<file path="src/rtl/sram_port_adapter.sv">
// sram_port_adapter: responder-side front end for one port of the tc_sram
// vector register file. Accepts valid/ready requests and issues them on the
// raw SRAM port. Reads are tracked through the fixed SRAM latency and are
// returned in order through a credit-protected response FIFO.
//
// Ports:
//   clk_i, rst_i        clock, asynchronous active-high reset
//   req_valid_i/ready_o request handshake (ready depends on credits only)
//   req_we_i            1 = write, 0 = read
//   req_addr_i          word address
//   req_wdata_i         write data
//   req_be_i            write byte enables (ignored for reads)
//   rsp_valid_o/ready_i read response handshake
//   rsp_rdata_o         read data (FIFO head)
//   sram_req_o/we_o     SRAM request / write enable (same cycle as accept)
//   sram_addr_o         SRAM address
//   sram_wdata_o/be_o   SRAM write data / byte enables
//   sram_rdata_i        SRAM read data, valid Latency cycles after request
module sram_port_adapter #(
  parameter int unsigned NumWords  = 128,
  parameter int unsigned DataWidth = 32,
  parameter int unsigned ByteWidth = 8,
  parameter int unsigned Latency   = 1,
  parameter int unsigned RspDepth  = 4,
  localparam int unsigned AddrWidth = (NumWords > 1) ? $clog2(NumWords) : 1,
  localparam int unsigned BeWidth   = (DataWidth + ByteWidth - 1) / ByteWidth
) (
  input  logic                 clk_i,
  input  logic                 rst_i,
  input  logic                 req_valid_i,
  output logic                 req_ready_o,
  input  logic                 req_we_i,
  input  logic [AddrWidth-1:0] req_addr_i,
  input  logic [DataWidth-1:0] req_wdata_i,
  input  logic [BeWidth-1:0]   req_be_i,
  output logic                 rsp_valid_o,
  input  logic                 rsp_ready_i,
  output logic [DataWidth-1:0] rsp_rdata_o,
  output logic                 sram_req_o,
  output logic                 sram_we_o,
  output logic [AddrWidth-1:0] sram_addr_o,
  output logic [DataWidth-1:0] sram_wdata_o,
  output logic [BeWidth-1:0]   sram_be_o,
  input  logic [DataWidth-1:0] sram_rdata_i
);

  localparam int unsigned CredWidth = $clog2(RspDepth + 1);
  localparam int unsigned PtrWidth  = (RspDepth > 1) ? $clog2(RspDepth) : 1;
  localparam logic [CredWidth-1:0] CredMax = CredWidth'(RspDepth);
  localparam logic [PtrWidth-1:0]  PtrLast = PtrWidth'(RspDepth - 1);

  logic [CredWidth-1:0] r_cred;
  logic [CredWidth-1:0] r_count;
  logic [PtrWidth-1:0]  r_wptr;
  logic [PtrWidth-1:0]  r_rptr;
  logic [DataWidth-1:0] r_mem [RspDepth];

  logic w_fire;
  logic w_rd_fire;
  logic w_push;
  logic w_pop;

  // Request side: ready is a function of registered credits only
  assign req_ready_o = !rst_i && (r_cred < CredMax);
  assign w_fire      = req_valid_i && req_ready_o;
  assign w_rd_fire   = w_fire && !req_we_i;

  // SRAM port: payload is zeroed whenever no request is issued
  assign sram_req_o   = w_fire;
  assign sram_we_o    = w_fire && req_we_i;
  assign sram_addr_o  = w_fire ? req_addr_i  : '0;
  assign sram_wdata_o = w_fire ? req_wdata_i : '0;
  assign sram_be_o    = w_fire ? req_be_i    : '0;

  // Response side
  assign rsp_valid_o = (r_count != '0);
  assign rsp_rdata_o = r_mem[r_rptr];
  assign w_pop       = rsp_valid_o && rsp_ready_i;

  // Read tracking: a read's data is pushed when it leaves the latency pipe
  generate
    if (Latency == 0) begin : g_lat0
      assign w_push = w_rd_fire;
    end else begin : g_lat
      logic [Latency-1:0] r_vld;
      always_ff @(posedge clk_i or posedge rst_i) begin
        if (rst_i) begin
          r_vld <= '0;
        end else begin
          r_vld <= (r_vld << 1) | Latency'(w_rd_fire);
        end
      end
      assign w_push = r_vld[Latency-1];
    end
  endgenerate

  // Credits: outstanding reads, in flight plus held in the FIFO
  always_ff @(posedge clk_i or posedge rst_i) begin
    if (rst_i) begin
      r_cred <= '0;
    end else begin
      case ({w_rd_fire, w_pop})
        2'b10:   r_cred <= r_cred + CredWidth'(1);
        2'b01:   r_cred <= r_cred - CredWidth'(1);
        default: r_cred <= r_cred;
      endcase
    end
  end

  // Response FIFO: circular buffer, simultaneous push and pop both honoured
  always_ff @(posedge clk_i or posedge rst_i) begin
    if (rst_i) begin
      r_mem   <= '{default: '0};
      r_wptr  <= '0;
      r_rptr  <= '0;
      r_count <= '0;
    end else begin
      if (w_push) begin
        r_mem[r_wptr] <= sram_rdata_i;
        r_wptr        <= (r_wptr == PtrLast) ? '0 : r_wptr + PtrWidth'(1);
      end
      if (w_pop) begin
        r_rptr <= (r_rptr == PtrLast) ? '0 : r_rptr + PtrWidth'(1);
      end
      case ({w_push, w_pop})
        2'b10:   r_count <= r_count + CredWidth'(1);
        2'b01:   r_count <= r_count - CredWidth'(1);
        default: r_count <= r_count;
      endcase
    end
  end

  // Credits make a push into a full FIFO unreachable
  a_no_overflow: assert property (@(posedge clk_i) disable iff (rst_i)
    !(w_push && (r_count == CredMax)));

endmodule
</file>
<file path="config.mk">
export PLATFORM = sky130hd
export DESIGN_NAME = sram_port_adapter
export DESIGN_NICKNAME = d
export VERILOG_FILES = /design/src/rtl/sram_port_adapter.sv
export SDC_FILE = /design/constraint.sdc
export NUM_CORES = 1
export LEC_CHECK = 0
export BUFFER_PORTS_ARGS = -buffer_cell sky130_fd_sc_hd__buf_4
export CAP_MARGIN = 20
export CORE_ASPECT_RATIO = 0.5
export CORE_MARGIN = 1.5
export CORE_UTILIZATION = 48
export DETAILED_ROUTE_END_ITERATION = 8
export HOLD_SLACK_MARGIN = 0.03
export PLACE_DENSITY = 0.76
export SLEW_MARGIN = 20
export SYNTH_ARGS = -nofsm -noshare
export SYNTH_HDL_FRONTEND = slang
export SYNTH_SLANG_ARGS = --single-unit
</file>
<file path="constraint.sdc">
create_clock -name clk_i -period 4.2 [get_ports clk_i]
set_input_delay 0.84 -clock clk_i [delete_from_list [all_inputs] [get_ports clk_i]]
set_output_delay 0.84 -clock clk_i [all_outputs]
set_load 0.1 [all_outputs]
</file>
==> results of run 1 <==
[sequential cells by signal, summed over array words and instances (netlist names)]
name / cells
r_rptr: 2
r_count: 3
r_wptr: 2
g_lat.r_vld: 1
r_cred: 3
r_mem: 128
[cells in the mapped netlist, types with 2 or more instances]
| master | number |
|---|---|
| sky130_fd_sc_hd__mux2i_1 | 2 |
| sky130_fd_sc_hd__nor2_1 | 4 |
| sky130_fd_sc_hd__inv_1 | 11 |
| sky130_fd_sc_hd__xnor2_1 | 2 |
| sky130_fd_sc_hd__clkbuf_1 | 8 |
| sky130_fd_sc_hd__ha_1 | 7 |
| sky130_fd_sc_hd__or3_1 | 2 |
| sky130_fd_sc_hd__buf_6 | 3 |
| sky130_fd_sc_hd__buf_4 | 13 |
| sky130_fd_sc_hd__and3_1 | 44 |
| sky130_fd_sc_hd__mux4_2 | 32 |
| sky130_fd_sc_hd__nand2_1 | 6 |
| sky130_fd_sc_hd__buf_2 | 4 |
| sky130_fd_sc_hd__xor2_1 | 4 |
| sky130_fd_sc_hd__mux2_2 | 130 |
| sky130_fd_sc_hd__dfrtp_1 | 139 |
| sky130_fd_sc_hd__o21ai_0 | 2 |
| sky130_fd_sc_hd__fa_1 | 2 |
[layout make-up]
| class | instances | area, um^2 | share of cell area |
|---|---|---|---|
| clock buffer | 18 | 439 | 0.0529 |
| clock inverter | 14 | 135 | 0.0163 |
| inverter | 11 | 45.0 | 0.00543 |
| multi-input combinational | 240 | 2750 | 0.331 |
| sequential | 139 | 3480 | 0.419 |
| tap | 170 | 213 | 0.0256 |
| timing repair buffer | 163 | 1240 | 0.149 |
[kinds of logic after synthesis]
kind of cell / share of synthesized area
adders and majority gates: 0.0198
buffers and inverters: 0.0346
and+or+nand+nor: 0.0534
DFF: 0.540
xor gates and xnor gates: 0.00816
muxes: 0.342
AOI/OAI and AO/OA: 0.00155
[metal layers]
layer	vias up	routed length [um]
li1	1841	-
met4	0	86
met1	2052	6050
met3	9	619
met2	97	6930
met5	-	0
[worst paths after layout]
| path | startpoint | to | slack (ns) | cells past startpoint |
|---|---|---|---|---|
| setup / recovery | r_rptr[0] | rsp_rdata_o[5] | 1.15 | 3 |
| hold / removal | rst_i | r_count[2] | 0.39 | 2 |
| setup reg to reg | r_cred[2] | r_cred[2] | 2.13 | 10 |
| hold reg to reg | r_count[2] | r_count[2] | 0.46 | 1 |
| max in group asynchronous | rst_i | r_rptr[1] | 2.91 | 3 |
| min in group clk_i | r_count[2] | r_count[2] | 0.46 | 1 |
[through the flow]
| stage | hold slack, ns | cell area (um^2) |
|---|---|---|
| finish | 0.393 | 8300 |
| floorplan | 0.434 | 6440 |
| global placement | 0.450 | 7730 |
| global route | 0.399 | 8300 |
| CTS | 0.390 | 8300 |
| detailed placement | 0.448 | 7730 |
==> metrics.txt, run 1 <==
number of different library cells in the post-synthesis netlist 21; drt first pass iters 8; cell at the slowest stage of the critical path sky130_fd_sc_hd__dfrtp_2; HPWL after DPL 8.97 mm; buffer depth of the longest clock path 2; met1 track utilization from global routing 0.265; nature of the critical path endpoint primary output; Iteration-0 DRC Markers 143; longest individual stage delay on the worst path between 0.6 and 0.7 ns; post-place setup slack 1.45 ns; antenna diode count 0; wire length reported by the detailed router between 10 and 15 mm; number of buffers added by the clock tree synthesis step 17; area overhead of the layout relative to synthesis 28.9%; routed len/inst ~18 um; die boundary height 84.9 um; clock sink total 139; post-synthesis area per instance approximately 15 um^2; ports placed on the boundary about 160; path type of the worst setup path flip-flop to primary output; worst min-delay path category primary input to async pin; number of max-cap violations 0; GRT overflow 0; number of levels in the clock H-tree 4; Vias around 4.0k; maximum clock rate 328 MHz; main flop type after synthesis sky130_fd_sc_hd__dfrtp_1; total of buffers placed on input and output ports 158; cts repair resizes 0; Remaining DRCs 1; yosys warns 0; share of synthesized area occupied by flip-flops and latches 0.540; Crit path top cell by count sky130_fd_sc_hd__buf_4; GR met2 Demand/Resource 0.353; Layout Skew ~0.013 ns; final layout net count between 600 and 700; Avg Vias per Cell ~5.3; Final Critical Period 3.05 ns; Core Rows 29; Crit Path Max Fanout 14; result of the run complete, but fails checks; Die Span X between 150 and 200 um; most used routing layer met2; count of final max-slew check failures 0; Max transition margin 0.352; number of setup buffers added after CTS 0; Hold Fails Final Rpt 0; ANT nets after route 0; largest net degree at the start of global routing 80; Synth Register Bits 139; fill cell instance count of the final layout 997; violated checks design-rule violations; # setup viols final 0; clock tree from TritonCTS done; clock transition at the registers of the reported paths 0.06 ns; cell at the root of the clock tree sky130_fd_sc_hd__clkbuf_16; library cell with the largest summed area after synthesis sky130_fd_sc_hd__dfrtp_1; Critical Path RT roughly 3.4 ns; post-route insts no fill ~760; kind of cell adding the most delay to the critical path flip-flops; initial antenna violation count 0; Final GP Congestion approximately 0.77; number of placed instances with taps included roughly 720; transition at the pin with the smallest max-transition slack ~0.97 ns; critical path buffer and inverter count 2; unrepaired setup endpoints after global routing false; synthesized cell area approximately 6400 um^2; area enclosed by the die boundary 14200 um^2; Synth Instances 418; initial core utilization 0.500; fraction of synthesized cell area taken by the top area cell type 0.540; Final Cycle Share 0.726; Critical Path Start Type flip-flop; setup slack of the critical path after layout about 1.1 ns; wire length of the first global-routing pass roughly 23 mm; synthesized net count slightly above 500; list of cells traversed by the critical path buf_4 -> mux4_2 -> buf_4; vias in the first global route roughly 4.3k; global-route met3 utilization 0.0550; clock insertion delay at the later pin of the skew report a little over 0.4 ns; Final TNS setup 0 ns; Post-synth EDFFs 0; total core area 12900 um^2; overall fraction of global-route tracks in use 0.207; fraction of registers with async set or reset after synthesis 1.00; fraction of final layout cells sized beyond drive strength 1 0.624; commonest non-fill, non-tap cell in the layout sky130_fd_sc_hd__buf_4; most frequent cells in the layout sky130_fd_sc_hd__buf_4 (162), sky130_fd_sc_hd__dfrtp_1 (137), sky130_fd_sc_hd__mux2_2 (130), sky130_fd_sc_hd__and3_1 (44), sky130_fd_sc_hd__mux4_2 (32); utilization of the core after routing 0.644; number of hold buffers added after cts 0; ranking of synthesized cells by area sky130_fd_sc_hd__dfrtp_1 (54%), sky130_fd_sc_hd__mux2_2 (23%), sky130_fd_sc_hd__mux4_2 (11%), sky130_fd_sc_hd__and3_1 (4.3%), sky130_fd_sc_hd__buf_4 (1.5%); Worst Path Arrival about 2.2 ns
Power of run 1 is not shown: default switching activity piles up to over one toggle a cycle in this logic, so the estimate is an artifact.
==> inputs of run 2 (changes only) <==
- clock period: 4.2 -> 2.6 ns (I/O delays scaled with it)
==> run 2 against run 1 <==
Net effect: non-clock buffer count is 9 higher; register-to-register slack worse by 1.5 ns; sequential share of layout area is 0.98 points lower; first-iteration DRC count is 42% higher; critical path depth stayed put; setup slack worse by 0.93 ns; clock skew is 0.0015 ns lower; the run still ends with design-rule violations left.
==> metrics.txt, run 2 (same netlist as run 1, synthesis figures left out) <==
Core Rows 29 (unchanged); Largest Register r_mem (unchanged); Max transition margin 0.613 (was 0.352); post-route insts no fill 764 (was 755); startpoint of the lowest-slack register-to-register path r_count[0] (was r_cred[2]); ANT nets after route 0 (unchanged); wire length reported by the detailed router 13.8 mm (was 13.7 mm); area overhead of the layout relative to synthesis 32.0% (was 28.9%); drt first pass iters 8 (unchanged); vias in the first global route 4473 (was 4317); number of levels in the clock H-tree 4 (unchanged); clock transition at the registers of the reported paths 0.06 ns (about the same); wire length of the first global-routing pass 22.5 mm (was 22.6 mm); registers with the most flip-flops r_mem (128), r_count (3), r_cred (3) (unchanged); nature of the critical path endpoint primary output (unchanged); number of max-cap violations 0 (unchanged); # setup viols final 0 (unchanged); clock tree from TritonCTS done (unchanged); total of buffers placed on input and output ports 158 (unchanged); most frequent cells in the layout sky130_fd_sc_hd__buf_4 (164), sky130_fd_sc_hd__dfrtp_1 (137), sky130_fd_sc_hd__mux2_2 (130), sky130_fd_sc_hd__and3_1 (35), sky130_fd_sc_hd__mux4_2 (32) (was sky130_fd_sc_hd__buf_4 (162), sky130_fd_sc_hd__dfrtp_1 (137), sky130_fd_sc_hd__mux2_2 (130), sky130_fd_sc_hd__and3_1 (44), sky130_fd_sc_hd__mux4_2 (32)); post-place setup slack 0.496 ns (was 1.45 ns); die boundary height 84.9 um (unchanged); path type of the worst setup path flip-flop to primary output (unchanged); number of setup buffers added after CTS 0 (unchanged); worst min-delay path category primary input to async pin (unchanged); cts repair resizes 0 (unchanged); Crit Path Max Fanout 22 (was 14); HPWL after DPL 9.45 mm (was 8.97 mm); clock insertion delay at the later pin of the skew report 0.42 ns (was 0.41 ns); ports placed on the boundary 159 (unchanged); routed len/inst 18.1 um (about the same); result of the run complete, but fails checks (unchanged); placed cell areas 7890 um^2 (was 7730 um^2); max reg flops 128 (unchanged); Final TNS setup 0 ns (unchanged); clock sink total 139 (unchanged); longest individual stage delay on the worst path 0.56 ns (was 0.64 ns); cell at the slowest stage of the critical path sky130_fd_sc_hd__mux4_2 (was sky130_fd_sc_hd__dfrtp_2); Hold Fails Final Rpt 0 (unchanged); count of final max-slew check failures 0 (unchanged); Avg Vias per Cell 5.35 (was 5.30); list of cells traversed by the critical path buf_12 -> mux4_2 -> buf_4 (was buf_4 -> mux4_2 -> buf_4); Worst Path Arrival 1.86 ns (was 2.21 ns); transition at the pin with the smallest max-transition slack 0.579 ns (was 0.968 ns); final cell area excluding filler cells 8500 um^2 (was 8300 um^2); Iteration-0 DRC Markers 203 (was 143); fraction of final layout cells sized beyond drive strength 1 0.646 (was 0.624); maximum clock rate 420 MHz; Final Critical Period around 2.4 ns; Critical Path Start Type flip-flop (unchanged); Die Span X 167 um (unchanged); largest net degree at the start of global routing 67 (was 80); Critical Path RT 2.08 ns (was 3.36 ns); Remaining DRCs 3 (was 1); cell at the root of the clock tree sky130_fd_sc_hd__clkbuf_16 (unchanged); commonest non-fill, non-tap cell in the layout sky130_fd_sc_hd__buf_4 (unchanged); antenna diode count 0 (unchanged); total core area 12900 um^2 (unchanged); violated checks design-rule violations (unchanged); Vias 4086 (was 3999); initial core utilization 0.500 (unchanged); number of placed instances with taps included 732 (was 723); setup slack of the critical path after layout 0.220 ns (was 1.15 ns); Final GP Congestion 0.838 (was 0.769); overall fraction of global-route tracks in use 0.206 (was 0.207); area enclosed by the die boundary 14200 um^2 (unchanged); number of hold buffers added after cts 0 (unchanged); final layout net count 670 (was 661); CP Launch Point r_rptr[0] (unchanged); Final Cycle Share 0.916; buffer depth of the longest clock path 2 (unchanged); number of buffers added by the clock tree synthesis step 17 (unchanged); unrepaired setup endpoints after global routing false (unchanged); GRT overflow 0 (unchanged); initial antenna violation count 0 (unchanged); Layout Skew 0.0114 ns (was 0.0129 ns)
==> run 2: cell types whose count changed in the layout (fill, tap and decap cells not counted), sizes merged <==
cell and delta:
buf +9, bufinv +1, clkbuf +2, clkinv +1, clkinvlp -1, inv -3
==> run 2: final timing paths <==
kind,to,slack (ns),depth (start not counted)
worst max-delay path,rsp_rdata_o[7],0.22,3
worst min-delay path,g_lat.r_vld,0.18,2
worst max register to register,r_count[2],0.60,9
worst min register to register,r_count[2],0.46,1
max in group asynchronous,r_mem[105],1.71,3
min in group clk_i,g_lat.r_vld,0.27,2
==> run 2: layout make-up <==
cell class / instances / area [um^2]
repair buffers: 172 / 1390
inverters: 11 / 45.0
clock buffers: 20 / 467
clock inverters: 12 / 138
flip-flops and latches: 139 / 3480
fillers: 908 / 4380
well taps: 170 / 213
multi-input cells: 240 / 2760
==> run 2: worst max-delay path: cells and delay by family (launching register included) <==
family / cells / cell delay [ns]
buffers and inverters: 2 / 0.48
DFF: 1 / 0.41
muxes: 1 / 0.56
==> run 2: stage by stage <==
step	hold WS [ns]	util
finish	0.180	0.660
global route	0.219	0.660
CTS	0.200	0.660
detailed placement	0.448	0.613
global placement	0.449	0.613
floorplan	0.434	-
==> run 2: per-layer routing <==
layer | track usage | vias to the layer above | share of wire
li1 | - | 1874 | -
met1 | 0.251 | 2081 | 0.43
met2 | 0.362 | 111 | 0.51
met3 | 0.0532 | 20 | 0.048
met4 | 0.0686 | 0 | 0.015
met5 | 0 | - | 0
Power of run 2 is left out for the same reason.
==> inputs of run 3 (changes only) <==
- BUFFER_PORTS_ARGS: -buffer_cell sky130_fd_sc_hd__buf_4 -> default
- CORE_UTILIZATION: 48 -> 57
- DONT_BUFFER_PORTS: default -> 1
- PLACE_DENSITY: 0.76 -> 0.75
==> run 3 against run 2 <==
Net effect: the run now ends clean; routed wire length is 7.1% higher; sequential share of layout area rose by 1.8 points; design area down 4.1%; critical path depth unchanged; flip-flop and latch count did not move; utilization grew 8.0 points; first-iteration DRC count shrank 13%; die area down 15%; largest cell class unchanged.
==> metrics.txt, run 3 (same netlist as run 1, synthesis figures left out) <==
worst min-delay path category primary input to async pin (unchanged); clock transition at the registers of the reported paths 0.06 ns (about the same); Final TNS setup 0 ns (unchanged); die boundary height 78.2 um (was 84.9 um); number of buffers added by the clock tree synthesis step 17 (unchanged); area overhead of the layout relative to synthesis 26.5% (was 32.0%); Vias 3922 (was 4086); unrepaired setup endpoints after global routing false (unchanged); commonest non-fill, non-tap cell in the layout sky130_fd_sc_hd__dfrtp_1 (was sky130_fd_sc_hd__buf_4); Final Cycle Share 0.936 (was 0.916); HPWL after DPL 10.0 mm (was 9.45 mm); routed length on met1 5.58 mm (was 5.96 mm); registers with the most flip-flops r_mem (128), r_count (3), r_cred (3) (unchanged); Critical Path RT 2.08 ns (about the same); wire length of the first global-routing pass 23.6 mm (was 22.5 mm); nature of the critical path endpoint primary output (unchanged); Hold Fails Final Rpt 0 (unchanged); ports placed on the boundary 159 (unchanged); Max transition margin 0.494 (was 0.613); Critical Path Start Type flip-flop (unchanged); Die Span X 153 um (was 167 um); Worst R2R Path Depth 9 (unchanged); Multi-input gate area 2760 um^2 (about the same); routed len/inst 22.7 um (was 18.1 um); Avg Vias per Cell 6.02 (was 5.35); sequential cell area 3480 um^2 (about the same); wire length reported by the detailed router 14.8 mm (was 13.8 mm); fill cell instance count of the final layout 667 (was 908); ANT nets after route 0 (unchanged); GRT overflow 0 (unchanged); Final Critical Period 2.43 ns (was 2.38 ns); highest routed metal layer met4 (unchanged); total core area 11000 um^2 (was 12900 um^2); largest net degree at the start of global routing 140 (was 67); final cell area excluding filler cells 8150 um^2 (was 8500 um^2); vias in the first global route 4421 (was 4473); most frequent cells in the layout sky130_fd_sc_hd__dfrtp_1 (138), sky130_fd_sc_hd__mux2_2 (130), sky130_fd_sc_hd__buf_4 (50), sky130_fd_sc_hd__and3_1 (35), sky130_fd_sc_hd__buf_12 (34) (was sky130_fd_sc_hd__buf_4 (164), sky130_fd_sc_hd__dfrtp_1 (137), sky130_fd_sc_hd__mux2_2 (130), sky130_fd_sc_hd__and3_1 (35), sky130_fd_sc_hd__mux4_2 (32)); count of final max-slew check failures 0 (unchanged); cell at the root of the clock tree sky130_fd_sc_hd__clkbuf_16 (unchanged); number of setup buffers added after CTS 0 (unchanged); initial core utilization 0.585 (was 0.500); area enclosed by the die boundary 12000 um^2 (was 14200 um^2); cts repair resizes 0 (unchanged); buffer depth of the longest clock path 2 (unchanged); result of the run completed (was complete, but fails checks); number of max-cap violations 0 (unchanged); Core Rows 27 (was 29); # setup viols final 0 (unchanged); Worst Path Arrival 1.91 ns (was 1.86 ns); Layout Skew 0.00900 ns (was 0.0114 ns); Remaining DRCs 0 (was 3); Iteration-0 DRC Markers 177 (was 203); total of buffers placed on input and output ports 0 (was 158); initial antenna violation count 0 (unchanged); placed cell areas 7520 um^2 (was 7890 um^2); clock tree from TritonCTS done (unchanged); Largest Register r_mem (unchanged); path type of the worst setup path flip-flop to primary output (unchanged); max reg flops 128 (unchanged); Final GP Congestion 0.884 (was 0.838); transition at the pin with the smallest max-transition slack 0.759 ns (was 0.579 ns); number of hold buffers added after cts 0 (unchanged); maximum clock rate 411 MHz (was 420 MHz); Crit Path Max Fanout 17 (was 22); clock sink total 139 (unchanged); number of levels in the clock H-tree 4 (unchanged); clock insertion delay at the later pin of the skew report 0.42 ns (about the same); drt first pass iters 4 (was 8); final layout net count 582 (was 670); fraction of final layout cells sized beyond drive strength 1 0.571 (was 0.646); overall fraction of global-route tracks in use 0.264 (was 0.206); WL met3 818 um (was 664 um); amount of wire on met2 after detailed routing 8.04 mm (was 6.98 mm); antenna diode count 0 (unchanged)
-- run 3: final cells by class --
class / count / area share
sequential: 139 / 0.427
multi-input combinational: 240 / 0.339
timing repair buffer: 84 / 0.130
clock buffer: 19 / 0.0531
clock inverter: 13 / 0.0237
tap: 145 / 0.0223
inverter: 11 / 0.00553
-- run 3: through the flow --
| stage | utilization | instances | hold WS [ns] | worst slack (ns) |
|---|---|---|---|---|
| after global placement | 0.683 | 619 | 0.451 | 0.592 |
| final | 0.740 | 651 | 0.158 | 0.168 |
| after global routing | 0.740 | 651 | 0.164 | 0.0885 |
| after CTS | 0.740 | 651 | 0.169 | 0.122 |
| after floorplan | - | 418 | 0.434 | 0.139 |
| after detailed placement | 0.683 | 619 | 0.462 | 0.568 |
-- run 3: metal layers --
metal | GRT usage | vias up
li1 | - | 1678
met1 | 0.291 | 2081
met2 | 0.480 | 131
met3 | 0.0784 | 32
met4 | 0.117 | 0
met5 | 0 | -
-- run 3: worst max-delay path, cell delays in order (launching register included) --
cell	delay [ns]
sky130_fd_sc_hd__dfrtp_2	0.35
sky130_fd_sc_hd__buf_4	0.35
sky130_fd_sc_hd__mux4_2	0.60
sky130_fd_sc_hd__buf_12	0.19
-- run 3: worst paths after layout --
path	end	from	slack, ns
setup / recovery	rsp_rdata_o[15]	r_rptr[0]	0.17
hold / removal	r_cred[2]	rst_i	0.16
setup reg to reg	r_count[2]	r_count[0]	0.58
hold reg to reg	r_count[2]	r_count[2]	0.47
max in group asynchronous	r_mem[74]	rst_i	1.85
min in group clk_i	g_lat.r_vld	req_we_i	0.18
Power of run 3 is left out for the same reason.
